`config.mk`:
```
export PLATFORM = sky130hd
export DESIGN_NAME = sccb_init_ctrl
export DESIGN_NICKNAME = d
export VERILOG_FILES = /design/src/rtl/sccb_init_ctrl_pkg.sv /design/src/rtl/sccb_init_ctrl_rom.sv /design/src/rtl/sccb_init_ctrl.sv
export SDC_FILE = /design/constraint.sdc
export NUM_CORES = 1
export LEC_CHECK = 0
export CORE_MARGIN = 2
export CORE_UTILIZATION = 64
export CTS_CLUSTER_SIZE = 16
export DETAILED_ROUTE_END_ITERATION = 10
export DONT_BUFFER_PORTS = 1
export PLACE_DENSITY = 0.81
export SETUP_SLACK_MARGIN = 0.02
export SLEW_MARGIN = 20
export SYNTH_ARGS = -nofsm -noshare
export SYNTH_HDL_FRONTEND = slang
export SYNTH_HIERARCHICAL = 1
export SYNTH_SLANG_ARGS = --single-unit
export TNS_END_PERCENT = 100
```
`constraint.sdc`:
```
create_clock -name clk -period 2.6 [get_ports clk]
set_input_delay 0.78 -clock clk [delete_from_list [all_inputs] [get_ports clk]]
set_output_delay 0.78 -clock clk [all_outputs]
set_load 0.1 [all_outputs]
```
`src/rtl/sccb_init_ctrl_pkg.sv`:
```
// Shared types and constants for the camera register-init sequencer.
// Table markers, the default camera write address and the FSM state encoding.
package sccb_init_ctrl_pkg;

  localparam logic [15:0] END_MARK     = 16'hFFFF;
  localparam logic [15:0] DELAY_MARK   = 16'hFFF0;
  localparam logic [7:0]  DEF_SLAVE_ID = 8'h42;

  typedef enum logic [3:0] {
    StIdle,
    StPwrup,
    StFetch,
    StDecode,
    StIssue,
    StGap,
    StDly,
    StDone,
    StError
  } state_e;

  function automatic logic is_busy(input state_e s);
    return !(s inside {StIdle, StDone, StError});
  endfunction

endpackage

```
`src/rtl/sccb_init_ctrl_rom.sv`:
```
// Synchronous ROM of {reg_addr, value} pairs for camera bring-up.
// TEST_TABLE selects a short table used for fast simulation instead of the camera settings.
module sccb_init_ctrl_rom
  import sccb_init_ctrl_pkg::*;
#(
  parameter int unsigned ROM_DEPTH  = 128,
  parameter int unsigned IDX_W      = $clog2(ROM_DEPTH),
  parameter bit          TEST_TABLE = 1'b0
) (
  input  logic             clk,
  input  logic [IDX_W-1:0] addr,
  output logic [15:0]      data
);

  logic [15:0] word;

  always_comb begin
    word = END_MARK;
    if (TEST_TABLE) begin
      case (int'(addr))
        0:       word = 16'h1280;
        1:       word = DELAY_MARK;
        2:       word = 16'h1101;
        3:       word = 16'h40D0;
        default: word = END_MARK;
      endcase
    end else begin
      // Soft reset first; the camera needs the delay entry before it accepts writes again.
      case (int'(addr))
        0:       word = 16'h1280;
        1:       word = DELAY_MARK;
        2:       word = 16'h1204;
        3:       word = 16'h1101;
        4:       word = 16'h0C00;
        5:       word = 16'h3E00;
        6:       word = 16'h40D0;
        7:       word = 16'h8C00;
        8:       word = 16'h3A04;
        9:       word = 16'h3DC0;
        10:      word = 16'h1713;
        11:      word = 16'h1801;
        12:      word = 16'h32B6;
        13:      word = 16'h1902;
        14:      word = 16'h1A7A;
        15:      word = 16'h030A;
        16:      word = 16'h703A;
        17:      word = 16'h7135;
        18:      word = 16'h7211;
        19:      word = 16'h73F0;
        20:      word = 16'hA202;
        default: word = END_MARK;
      endcase
    end
  end

  always_ff @(posedge clk) begin
    data <= word;
  end

endmodule

```
`src/rtl/sccb_init_ctrl.sv`:
```
// Camera register-init sequencer: walks the ROM table and hands each pair to the SCCB sender,
// pacing writes so a new transfer never starts before the previous frame has finished.
module sccb_init_ctrl
  import sccb_init_ctrl_pkg::*;
#(
  parameter logic [7:0]  SLAVE_ID   = DEF_SLAVE_ID,
  parameter int unsigned ROM_DEPTH  = 128,
  parameter int unsigned PWRUP_CYC  = 25000,
  parameter int unsigned XFER_CYC   = 65536,
  parameter int unsigned DELAY_CYC  = 250000,
  parameter int unsigned ACK_TMO    = 16,
  parameter int unsigned CNT_W      = 20,
  parameter bit          TEST_TABLE = 1'b0,
  localparam int unsigned IDX_W     = $clog2(ROM_DEPTH)
) (
  input  logic             clk,
  input  logic             rst,
  input  logic             start,
  output logic             reg_ok,
  input  logic             sccb_ok,
  output logic [7:0]       slave_id,
  output logic [7:0]       reg_addr,
  output logic [7:0]       value,
  output logic             busy,
  output logic             done,
  output logic             error,
  output logic [IDX_W-1:0] cur_index
);

  localparam logic [CNT_W-1:0] PWRUP_LAST = CNT_W'(PWRUP_CYC - 1);
  localparam logic [CNT_W-1:0] XFER_LAST  = CNT_W'(XFER_CYC - 1);
  localparam logic [CNT_W-1:0] DELAY_LAST = CNT_W'(DELAY_CYC - 1);
  localparam logic [CNT_W-1:0] ACK_LAST   = CNT_W'(ACK_TMO - 1);
  localparam logic [CNT_W-1:0] CNT_ONE    = CNT_W'(1);
  localparam logic [IDX_W:0]   IDX_ONE    = (IDX_W + 1)'(1);

  localparam longint unsigned CNT_SPAN = longint'(1) << CNT_W;
  localparam bit CNT_FITS = (longint'(PWRUP_CYC) <= CNT_SPAN) && (longint'(XFER_CYC) <= CNT_SPAN)
                         && (longint'(DELAY_CYC) <= CNT_SPAN) && (longint'(ACK_TMO) <= CNT_SPAN);

  state_e         state_q, state_d;
  logic [CNT_W-1:0] cnt_q, cnt_d;
  // One extra bit so reaching ROM_DEPTH is detectable instead of wrapping to entry 0.
  logic [IDX_W:0] idx_q, idx_d;
  logic [7:0]     reg_addr_q, reg_addr_d;
  logic [7:0]     value_q, value_d;
  logic           reg_ok_q, busy_q, done_q, error_q;
  logic [15:0]    rom_data;

  sccb_init_ctrl_rom #(
    .ROM_DEPTH (ROM_DEPTH),
    .IDX_W     (IDX_W),
    .TEST_TABLE(TEST_TABLE)
  ) u_rom (
    .clk (clk),
    .addr(idx_q[IDX_W-1:0]),
    .data(rom_data)
  );

  always_comb begin
    assert (CNT_FITS) else $error("CNT_W too narrow for the configured wait lengths");
    state_d    = state_q;
    cnt_d      = cnt_q;
    idx_d      = idx_q;
    reg_addr_d = reg_addr_q;
    value_d    = value_q;
    unique case (state_q)
      StIdle, StDone, StError: begin
        if (start) begin
          state_d = StPwrup;
          cnt_d   = '0;
          idx_d   = '0;
        end
      end
      StPwrup: begin
        if (cnt_q == PWRUP_LAST) begin
          state_d = StFetch;
          cnt_d   = '0;
        end else begin
          cnt_d = cnt_q + CNT_ONE;
        end
      end
      StFetch: begin
        state_d = idx_q[IDX_W] ? StError : StDecode;
      end
      StDecode: begin
        if (rom_data == END_MARK) begin
          state_d = StDone;
        end else if (rom_data == DELAY_MARK) begin
          state_d = StDly;
          cnt_d   = '0;
          idx_d   = idx_q + IDX_ONE;
        end else begin
          state_d    = StIssue;
          cnt_d      = '0;
          reg_addr_d = rom_data[15:8];
          value_d    = rom_data[7:0];
        end
      end
      StIssue: begin
        // The handshake takes priority over the timeout on the last allowed cycle.
        if (sccb_ok) begin
          state_d = StGap;
          cnt_d   = '0;
          idx_d   = idx_q + IDX_ONE;
        end else if (cnt_q == ACK_LAST) begin
          state_d = StError;
        end else begin
          cnt_d = cnt_q + CNT_ONE;
        end
      end
      StGap: begin
        if (cnt_q == XFER_LAST) begin
          state_d = StFetch;
          cnt_d   = '0;
        end else begin
          cnt_d = cnt_q + CNT_ONE;
        end
      end
      StDly: begin
        if (cnt_q == DELAY_LAST) begin
          state_d = StFetch;
          cnt_d   = '0;
        end else begin
          cnt_d = cnt_q + CNT_ONE;
        end
      end
      default: state_d = StIdle;
    endcase
  end

  always_ff @(posedge clk or posedge rst) begin
    if (rst) begin
      state_q    <= StIdle;
      cnt_q      <= '0;
      idx_q      <= '0;
      reg_addr_q <= '0;
      value_q    <= '0;
      reg_ok_q   <= 1'b0;
      busy_q     <= 1'b0;
      done_q     <= 1'b0;
      error_q    <= 1'b0;
    end else begin
      state_q    <= state_d;
      cnt_q      <= cnt_d;
      idx_q      <= idx_d;
      reg_addr_q <= reg_addr_d;
      value_q    <= value_d;
      reg_ok_q   <= (state_d == StIssue);
      busy_q     <= is_busy(state_d);
      done_q     <= (state_d == StDone);
      error_q    <= (state_d == StError);
    end
  end

  assign slave_id  = SLAVE_ID;
  assign reg_ok    = reg_ok_q;
  assign reg_addr  = reg_addr_q;
  assign value     = value_q;
  assign busy      = busy_q;
  assign done      = done_q;
  assign error     = error_q;
  assign cur_index = idx_q[IDX_W-1:0];

endmodule

```
==> results.txt <==
Post-route total power: 3.809 mW. IR analysis of the VDD net gives a maximum drop of 0.5443 mV. Proportion of power drawn by the clock network: 0.266.

Startpoint-to-endpoint class of the critical path: flop to flop. Leakage power of the design: 1.889 nW. The number of nets at the end of the flow came out at 466. The wire length per cell after detailed routing was 17.42 um; the maximum net fanout on the critical path was 11. The slowest stage of the critical path is the sky130_fd_sc_hd__nor4_1 cell. The cell count of the worst reg-to-reg path is 7.

The run gives 0.35 ns as the clock network latency to the later pin of the worst-skew pair. For the number of vias in the routed layout, the log shows 3,508. In this design, the stage delay of the slowest critical-path cell is 0.55 ns.

Pin placement for this block handled 39 I/O pins. The CTS buffer count is 9, and the final-report hold violation count is 0. The logs give 0 for the final setup violation count and 5 for the number of detailed-routing iterations run before antenna repair.

The initial antenna violation count is 0, and the share of the cycle needed by the critical path after routing is 0.9526. Dominant cell by count in the synthesized netlist: sky130_fd_sc_hd__dfrtp_1. The first global-routing pass estimated 15,540 um of wire.

The run gives 0.3774 as the worst relative slew slack. For this run, the leading register cell type out of synthesis is sky130_fd_sc_hd__dfrtp_1. Setup repair after global routing left no endpoint under its margin. The total routing usage reported by global routing is 0.2718, and the synthesized area per cell is 9.220 um2.

TritonCTS built the clock tree. Hold timing on the final database bottoms out at a slack of 0.1726 ns. The post-route DRC violation count is 0, and the share of flip-flops with an asynchronous set or reset after synthesis is 0.7647. The run gives 6 as the total number of yosys warnings.

The logs give 0.3934 for the post-synthesis sequential area ratio and 73 for the number of unique standard cell types used by synthesis. The cell area after synthesis is 4121 um2. The relative contribution of sequential cells to total power is 0.365. The floorplan has 29 rows. For this block, the routed nets add up to 9234 um of wire. Counting every sink on the clock net gives 68. The required arrival time at the worst endpoint is 2.83 ns.

0 antenna diodes ended up in the layout. The flow ran to the end, and the final reports show no timing, DRC or antenna violations. STA classifies the critical path startpoint as a flop. The post-route setup TNS came out at 0 ns. The endpoint identified for the worst register-to-register timing path is cnt_q[19]. In this run, synthesis produced a sequential element count of 68. From synthesis to final layout, the design area changed by 6.497%.

The clock transition time at the flip-flop clock pins of the worst setup and hold paths works out to 0.08 ns. The worst setup slack for register-to-register paths was 0.12 ns; the synthesized instance count was 447. The fraction of power spent switching nets is 0.4210, and the pin count of the biggest net entering global routing is 32. The peak clock frequency supported by timing is 403.7 MHz, and the count of port buffers added during placement is 0. The horizontal die dimension was 84.25 um.

The largest total area in the synthesized netlist belongs to sky130_fd_sc_hd__dfrtp_1. For this block, the initial DRC count from the detailed router was 417. Counting I/O delays and the setup requirement, the final critical path takes 2.477 ns.

Clock tree synthesis selected as its root buffer the cell sky130_fd_sc_hd__clkbuf_8. Yosys mapped a number of flops with a built-in enable equal to 0. The cell family contributing the most delay on the critical path is simple AND/OR/NAND/NOR gates.

In this run the vertical extent of the chip is 84.25 um. The critical path goes through nor4_1, nand4_1, o31ai_1, buf_4, and4_4, nor2_4, a31o_1. For the share of power burned in combinational logic, the log shows 0.369.

Number of buffers and inverters on the critical path: 1. The min-delay analysis places its worst path in the category input port to asynchronous set/reset pin. The mean number of vias per cell is 6.619. After routing the design area is 4389 um2.

STA classifies the critical path endpoint as a flop. The utilization after layout is 0.6992. Once detailed placement completed, the half-perimeter wirelength came to 6607 um. In this run the power density over the cells is 867.7 nW/um2.

In the post-synthesis netlist, the biggest area contributors are sky130_fd_sc_hd__dfrtp_1 (32%), sky130_fd_sc_hd__dfxtp_1 (7.8%), sky130_fd_sc_hd__mux2_2 (4.6%), sky130_fd_sc_hd__ha_1 (4.3%), sky130_fd_sc_hd__nand2_1 (4.0%). The tools report the placed instance area as 4155 um2. Routability-driven placement finished with a final weighted congestion of 0.9565.

In this run the critical register-to-register path is launched from cnt_q[16]. The starting density of the core was 0.6566. The largest buffer count on any clock path was 2; the max capacitance violation total was 0. The floorplan step defined a core boundary enclosing 6277 um2. The detail route stage leaves a number of antenna-violating nets equal to 0. The logs give 2.205 mW for the cell-internal power and 3,177 for the via count of the first global-routing pass.

The run gives 3 as the number of H-tree levels. The logs give 0 for the final max-slew violation count and 1.603 mW for the switching power total. The worst endpoint data arrival time was 2.71 ns.

Once the clock tree was built, the setup fixing pass inserted 0 buffers. The slew of the pin with the lowest slew margin is 0.9339 ns, and the overflow left after global routing is 0. The clock skew after layout came out at 0.01079 ns. Sorting the synthesized cells by how often they occur yields sky130_fd_sc_hd__dfrtp_1 (52), sky130_fd_sc_hd__nand2_1 (44), sky130_fd_sc_hd__nor2_1 (33). The die covers 7098 um2. Area fraction of the dominant cell type after synthesis: 0.3157. The share of post-route cells with drive strength above 1 was 0.1722.
[worst max path at each step]
stage,slack [ns],to,cells after the start,startpoint
floorplan,0.31,cnt_q[2],9,cnt_q[0]
global placement,0.23,cnt_q[4],7,cnt_q[0]
detailed placement,0.15,cnt_q[4],7,cnt_q[0]
CTS,0.13,cnt_q[4],7,cnt_q[0]
global route,0.03,cnt_q[16],8,cnt_q[0]
finish,0.12,cnt_q[19],7,cnt_q[16]
[power groups by stage]
| stage | sequential (mW) | clock [mW] | combinational, mW |
|---|---|---|---|
| global placement | 1.40 | 0 | 1.36 |
| global route | 1.41 | 1.07 | 1.52 |
| detailed placement | 1.41 | 0 | 1.39 |
| floorplan | 1.44 | 0 | 1.15 |
| CTS | 1.39 | 1.02 | 1.39 |
| finish | 1.39 | 1.01 | 1.41 |
[repair_timing]
item,4_1_cts,5_1_grt
hold buffers,0,0
gates resized for setup,0,1
setup endpoints to repair,0,8
[routing by layer]
| metal | part of all wire | GRT usage | up-vias |
|---|---|---|---|
| li1 | - | - | 1622 |
| met1 | 0.45 | 0.3939 | 1673 |
| met2 | 0.46 | 0.4012 | 189 |
| met3 | 0.071 | 0.04228 | 24 |
| met4 | 0.024 | 0.1261 | 0 |
| met5 | 0 | 0 | - |
[cell usage in the layout (no fill, tap or decap), types with 6 or more instances in the layout]
cell / Yosys / routed
sky130_fd_sc_hd__mux2_2: 17 / 17
sky130_fd_sc_hd__a21oi_1: 12 / 12
sky130_fd_sc_hd__o21ai_0: 18 / 18
sky130_fd_sc_hd__nand3_1: 17 / 16
sky130_fd_sc_hd__or4_1: 6 / 6
sky130_fd_sc_hd__dfrtp_1: 52 / 50
sky130_fd_sc_hd__inv_1: 17 / 16
sky130_fd_sc_hd__o21ai_1: 15 / 15
sky130_fd_sc_hd__o31ai_1: 11 / 11
sky130_fd_sc_hd__nand2_1: 44 / 44
sky130_fd_sc_hd__buf_4: 17 / 20
sky130_fd_sc_hd__conb_1: 2 / 8
sky130_fd_sc_hd__dfxtp_1: 16 / 16
sky130_fd_sc_hd__nand4_1: 18 / 18
sky130_fd_sc_hd__nor2_1: 33 / 33
sky130_fd_sc_hd__clkbuf_8: 0 / 9
sky130_fd_sc_hd__ha_1: 14 / 14
sky130_fd_sc_hd__nand2b_1: 8 / 8
sky130_fd_sc_hd__nor3_1: 7 / 7
[through the flow]
step                setup WS, ns  std cells
floorplan                 0.3144        453
detailed placement        0.1465        514
global placement          0.2294        514
finish                    0.1231        530
global route             0.02627        530
CTS                       0.1297        530
[cell type report]
class / count / area (um2)
clock inverter: 7 / 105.1
multi-input combinational: 329 / 2198
inverter: 19 / 71.32
fill: 492 / 1888
clock buffer: 9 / 123.9
timing repair buffer: 21 / 170.2
sequential: 68 / 1624
tap: 77 / 96.34
[cells by family after synthesis]
family | share of synthesized area
adder cells (fa/ha/maj) | 0.04250
AND/OR/NAND/NOR | 0.2250
buffers and inverters | 0.07984
flip-flops | 0.3934
multiplexers | 0.05404
XOR/XNOR | 0.004251
AO/OA/AOI/OAI | 0.1992
other | 0.001822
[registers in the layout (all words and copies together) (netlist names)]
register,cells
busy,1
state_q,4
reg_ok,1
error,1
reg_addr,8
cnt_q,20
done,1
u_rom/data,16
idx_q,8
value,8
(Power assumes the default switching activity.)
